==> src/rtl/mem_bus_sequencer.sv <==
// Memory bus sequencer: arbitrates fetch/data requesters and runs LOAD -> ACCESS -> DONE bus cycles.
// Optional macro FAIR_ARB_EN selects round-robin arbitration; undefined gives data-over-fetch fixed priority.
module mem_bus_sequencer #(
  parameter int unsigned WAIT_CYCLES = 1
) (
  input  logic clk,
  input  logic reset,
  input  logic fetch_req,
  input  logic data_req,
  input  logic data_we,
  input  logic mem_ready,
  output logic addr_oe_fetch,
  output logic addr_oe_data,
  output logic mar_write,
  output logic mem_read,
  output logic mem_rd,
  output logic mem_wr,
  output logic mdr_load,
  output logic mdr_oe,
  output logic fetch_done,
  output logic data_done,
  output logic busy
);

  typedef enum logic [1:0] {
    S_IDLE,
    S_LOAD,
    S_ACCESS,
    S_DONE
  } state_e;

  localparam logic [3:0] WAIT_INIT = WAIT_CYCLES[3:0];

  state_e     state_q, state_d;
  logic       owner_q, owner_d;  // 1 = data requester owns the bus
  logic       we_q,    we_d;
  logic [3:0] cnt_q,   cnt_d;
  logic       any_req;
  logic       grant_data;

  assign any_req = fetch_req | data_req;

`ifdef FAIR_ARB_EN
  logic last_q, last_d;  // 1 = data was served last

  assign grant_data = data_req & (~fetch_req | ~last_q);

  always_comb begin
    last_d = last_q;
    if (state_q == S_IDLE && any_req) begin
      last_d = grant_data;
    end
  end

  always_ff @(posedge clk or negedge reset) begin
    if (!reset) begin
      last_q <= 1'b0;
    end else begin
      last_q <= last_d;
    end
  end
`else
  assign grant_data = data_req;
`endif

  always_ff @(posedge clk or negedge reset) begin
    if (!reset) begin
      state_q <= S_IDLE;
      owner_q <= 1'b0;
      we_q    <= 1'b0;
      cnt_q   <= '0;
    end else begin
      state_q <= state_d;
      owner_q <= owner_d;
      we_q    <= we_d;
      cnt_q   <= cnt_d;
    end
  end

  always_comb begin
    state_d = state_q;
    owner_d = owner_q;
    we_d    = we_q;
    cnt_d   = cnt_q;
    unique case (state_q)
      S_IDLE: begin
        if (any_req) begin
          owner_d = grant_data;
          we_d    = grant_data & data_we;
          state_d = S_LOAD;
        end
      end
      S_LOAD: begin
        cnt_d   = WAIT_INIT;
        state_d = S_ACCESS;
      end
      S_ACCESS: begin
        if (cnt_q != '0) begin
          cnt_d = cnt_q - 4'd1;
        end else if (mem_ready) begin
          state_d = S_DONE;
        end
      end
      S_DONE: begin
        state_d = S_IDLE;
      end
      default: begin
        state_d = S_IDLE;
      end
    endcase
  end

  always_comb begin
    addr_oe_fetch = 1'b0;
    addr_oe_data  = 1'b0;
    mar_write     = 1'b0;
    mem_read      = 1'b0;
    mem_rd        = 1'b0;
    mem_wr        = 1'b0;
    mdr_load      = 1'b0;
    mdr_oe        = 1'b0;
    fetch_done    = 1'b0;
    data_done     = 1'b0;
    busy          = (state_q != S_IDLE);
    unique case (state_q)
      S_LOAD: begin
        addr_oe_fetch = ~owner_q;
        addr_oe_data  = owner_q;
        mar_write     = 1'b1;
      end
      S_ACCESS: begin
        mem_read = 1'b1;
        mem_rd   = ~we_q;
        mem_wr   = we_q;
        mdr_oe   = we_q;
        // final cycle of a read: wait count expired and memory ready
        mdr_load = ~we_q & (cnt_q == '0) & mem_ready;
      end
      S_DONE: begin
        fetch_done = ~owner_q;
        data_done  = owner_q;
      end
      default: begin
      end
    endcase
  end

  a_oe_onehot: assert property (@(posedge clk) disable iff (!reset)
    !(addr_oe_fetch && addr_oe_data));
  a_rd_wr_excl: assert property (@(posedge clk) disable iff (!reset)
    !(mem_rd && mem_wr));
  a_done_excl: assert property (@(posedge clk) disable iff (!reset)
    !(fetch_done && data_done));

endmodule
==> config.mk <==
export PLATFORM = sky130hd
export DESIGN_NAME = mem_bus_sequencer
export DESIGN_NICKNAME = d
export VERILOG_FILES = /design/src/rtl/mem_bus_sequencer.sv
export SDC_FILE = /design/constraint.sdc
export NUM_CORES = 1
export LEC_CHECK = 0
export CAP_MARGIN = 10
export CORE_ASPECT_RATIO = 1.2
export CORE_MARGIN = 3
export CORE_UTILIZATION = 35
export CTS_CLUSTER_SIZE = 20
export DETAILED_ROUTE_END_ITERATION = 8
export PLACE_DENSITY = 0.68
export SKIP_LAST_GASP = 1
export SYNTH_ARGS = -nofsm -noshare
export SYNTH_HDL_FRONTEND = slang
export SYNTH_SLANG_ARGS = --single-unit
==> constraint.sdc <==
create_clock -name clk -period 2.07 [get_ports clk]
set_input_delay 0.207 -clock clk [delete_from_list [all_inputs] [get_ports clk]]
set_output_delay 0.207 -clock clk [all_outputs]
set_load 0.005 [all_outputs]
==> results of run 1 <==
path summary, 6_finish.rpt:
check / start / to
max reg2reg: state_q[0]$_DFFE_PN0P_ / cnt_q[3]$_DFFE_PN0P_
max: cnt_q[0]$_DFFE_PN0P_ / mdr_load
min reg2reg: we_q$_DFFE_PN0P_ / we_q$_DFFE_PN0P_
min in group clk: we_q$_DFFE_PN0P_ / we_q$_DFFE_PN0P_
max in group asynchronous: reset / cnt_q[1]$_DFFE_PN0P_
min: reset / state_q[0]$_DFFE_PN0P_
through the flow:
| stage | power (uW) | hold WS (ns) | utilization [%] | cell area [sq um] | worst slack (ns) |
|---|---|---|---|---|---|
| after CTS | 1140 | 0.2479 | 52.50 | 788.3 | 0.05396 |
| after floorplan | 727.9 | -0.08859 | - | 575.6 | 0.6178 |
| after global routing | 1275 | 0.2484 | 53.75 | 807.0 | 0.005944 |
| after detailed placement | 997.0 | 0.5127 | 50.08 | 752.0 | 0.2253 |
| final | 1159 | 0.2433 | 53.75 | 807.0 | 0.1165 |
| after global placement | 977.8 | 0.4919 | 50.08 | 752.0 | 0.2732 |
metal layers:
layer	track usage [%]	share of wire, %	wire, um	up-vias
met4	3.015	0	0	0
li1	-	-	-	244
met5	0	0	0	-
met2	20.75	50	589	7
met3	2.151	2.2	26	0
met1	15.59	47	556	220
registers in the layout, indices dropped and copies added, names as in the netlist:
signal / flops
state_q: 2
we_q: 1
cnt_q: 4
owner_q: 1
what timing repair did:
| action | CTS | global route |
|---|---|---|
| endpoints found under the setup margin | 1 | 3 |
| buffers inserted | 1 | 1 |
| resized for setup | 1 | 7 |
layout make-up:
class	count	area (sq um)	share of cell area [%]
Sequential cell	8	200.2	24.81
Clock buffer	3	22.52	2.791
Multi-Input combinational cell	41	354.1	43.88
Tap cell	17	21.27	2.636
Inverter	6	22.52	2.791
Timing Repair Buffer	19	186.4	23.10
worst register-to-register path: stages, from the launching register on:
cell	delay [ns]
dfrtp_1	0.42
inv_2	0.09
ha_2	0.19
buf_6	0.15
or4b_1	0.47
nor3_2	0.13
a311o_2	0.13
power groups by stage:
stage / Clock [uW] / Sequential [uW] / Combinational [uW]
global route: 127 / 339 / 810
global placement: 0 / 314 / 664
finish: 112 / 325 / 722
CTS: 119 / 321 / 700
floorplan: 0 / 296 / 432
detailed placement: 0 / 319 / 678
synth_stat cells (all sizes together):
| cell type | instances |
|---|---|
| dfrtp | 8 |
| ha | 7 |
| inv | 6 |
| nor2b | 4 |
| and2 | 3 |
| nor3 | 3 |
| nor3b | 3 |
| o21ai | 3 |
| a21oi | 2 |
| buf | 2 |
| a21o | 1 |
| a22o | 1 |
| a311o | 1 |
| a32o | 1 |
| and3 | 1 |
| mux2 | 1 |
| mux2i | 1 |
| nand2 | 1 |
| nand4bb | 1 |
| nor2 | 1 |
| o211ai | 1 |
| o22a | 1 |
| o32a | 1 |
| or2b | 1 |
| or4b | 1 |
| xnor2 | 1 |
cell families after synthesis:
| family | share of synthesized area (%) |
|---|---|
| compound gates | 15.44 |
| fa+ha+maj | 15.22 |
| mux | 3.696 |
| xor+xnor | 1.522 |
| simple gates | 23.26 |
| buf+inv | 6.086 |
| flops | 34.78 |
==> impl_metrics.tcl, run 1 <==
set metrics [dict create \
    status "finished clean" \
    cts.sinks 8 \
    cts_made_buffers 3 \
    synth_cell_types 29 \
    cts_hold_repair.buffers 0 \
    final_common_cell "clkdlybuf4s50_1" \
    grt_max_degree 15 \
    hp-class "in -> async" \
    die_area_sq_mm 0.002169 \
    syn-cell-area_sq_um 575.6 \
    cp.depth 5 \
    cp.buffers_inverters 2 \
    grt_pass1_vias 478 \
    finClkSkew_ns 0.003828 \
    num_antenna_cells 0 \
    synth_seq_cells 8 \
    startpoint_type "flop" \
    timing.final.max_slew_violations 0 \
    power_density_mw_per_mm2 1437 \
    die_w_um 43.02 \
    hold_viol 0 \
    io_pins 17 \
    p_sw_uw 432.5 \
    track_usage_pct 12.11 \
    slew_headroom_pct 75.55 \
    fillers 146 \
    drc 0 \
    ant_nets 0 \
    viasPerCell 5.011 \
    comb_power_share_pct 62.3 \
    dpl.hpwl_um 965.5 \
    worstSetupPathType "reg -> out" \
    worstPathCellList "inv_2 -> ha_2 -> nor3b_4 -> and3_1 -> clkdlybuf4s50_1" \
    cp_max_fo 3 \
    setup_viol 0 \
    worstPathRequired_ns 1.86 \
    fin_crit_sh_pct 94.37 \
    path_clk_slew_ns 0.05 \
    slowest_stage "clkdlybuf4s50_1" \
    fp-row-count 15 \
    ff2ff_path_depth 6 \
    root_buffer "clkbuf_4" \
    syn_nets 70 \
    synthTopCellsByArea "dfrtp_1, ha_1, nor2b_1" \
    gr-total-overflow 0 \
    area_delta_synth_final_pct 40.22 \
    reg2reg_slack_ns 0.45 \
    syn_area_per_cell_sq_um 10.10 \
    drive_gt1_share_pct 20.78 \
    first_pass_iters 2 \
    post_drt_wl_per_cell_um 12.47 \
    synth_area_leader_cell "dfrtp_1" \
    placedCellCount 89 \
    layout_common_cells "clkdlybuf4s50_1, dfrtp_1, ha_1" \
    stdcell_count 94 \
    cts_tree "built" \
    grt_antenna_before_repair 0 \
    start_util_pct 38.33 \
    min_period_ns 1.953 \
    seq_power_share_pct 28.0 \
    gp_congestion 0.7168 \
    critPathMaxStageDelay_ns 0.49 \
    cap_violations 0 \
    insertion_delay_ns 0.24 \
    clk_path_buf_depth 2 \
    critPathCaptureType "output port" \
    ir_drop_uv 694.3 \
    routed-via-count 471 \
    final_nets 92 \
    tightest_slew_ns 0.3656 \
    cellLeakagePower_uw 0.0003475 \
    wl_um 1172 \
    critical_path.top_delay_family "buffers and inverters" \
    first_iter_violations 2 \
    yosysTopAreaCellShare_pct 34.78 \
    portBuffers 16 \
    yosysSeqAreaShare_pct 34.78 \
    intPower_uw 726.9 \
    syn-instance-count 57 \
    rsz0062_at_grt "false" \
    coreArea_sq_mm 0.001501 \
    switching_share_pct 37.31 \
    h-tree-depth 1 \
    grt_pass1_wl_um 2063 \
    die_y_um 50.42 \
    clkPwrFrac_pct 9.7 \
    arrival_ns 1.75 \
    fmax_ghz 0.5119 \
    setup_tns_ns 0 \
    synth_warnings 0 \
]
(Power assumes the default switching activity.)
==> inputs of run 2 (changes only) <==
CTS_CLUSTER_DIAMETER = 100   (was default)
==> results of run 2 <==
Final layout, timing and power as in run 1 (identical DEF).
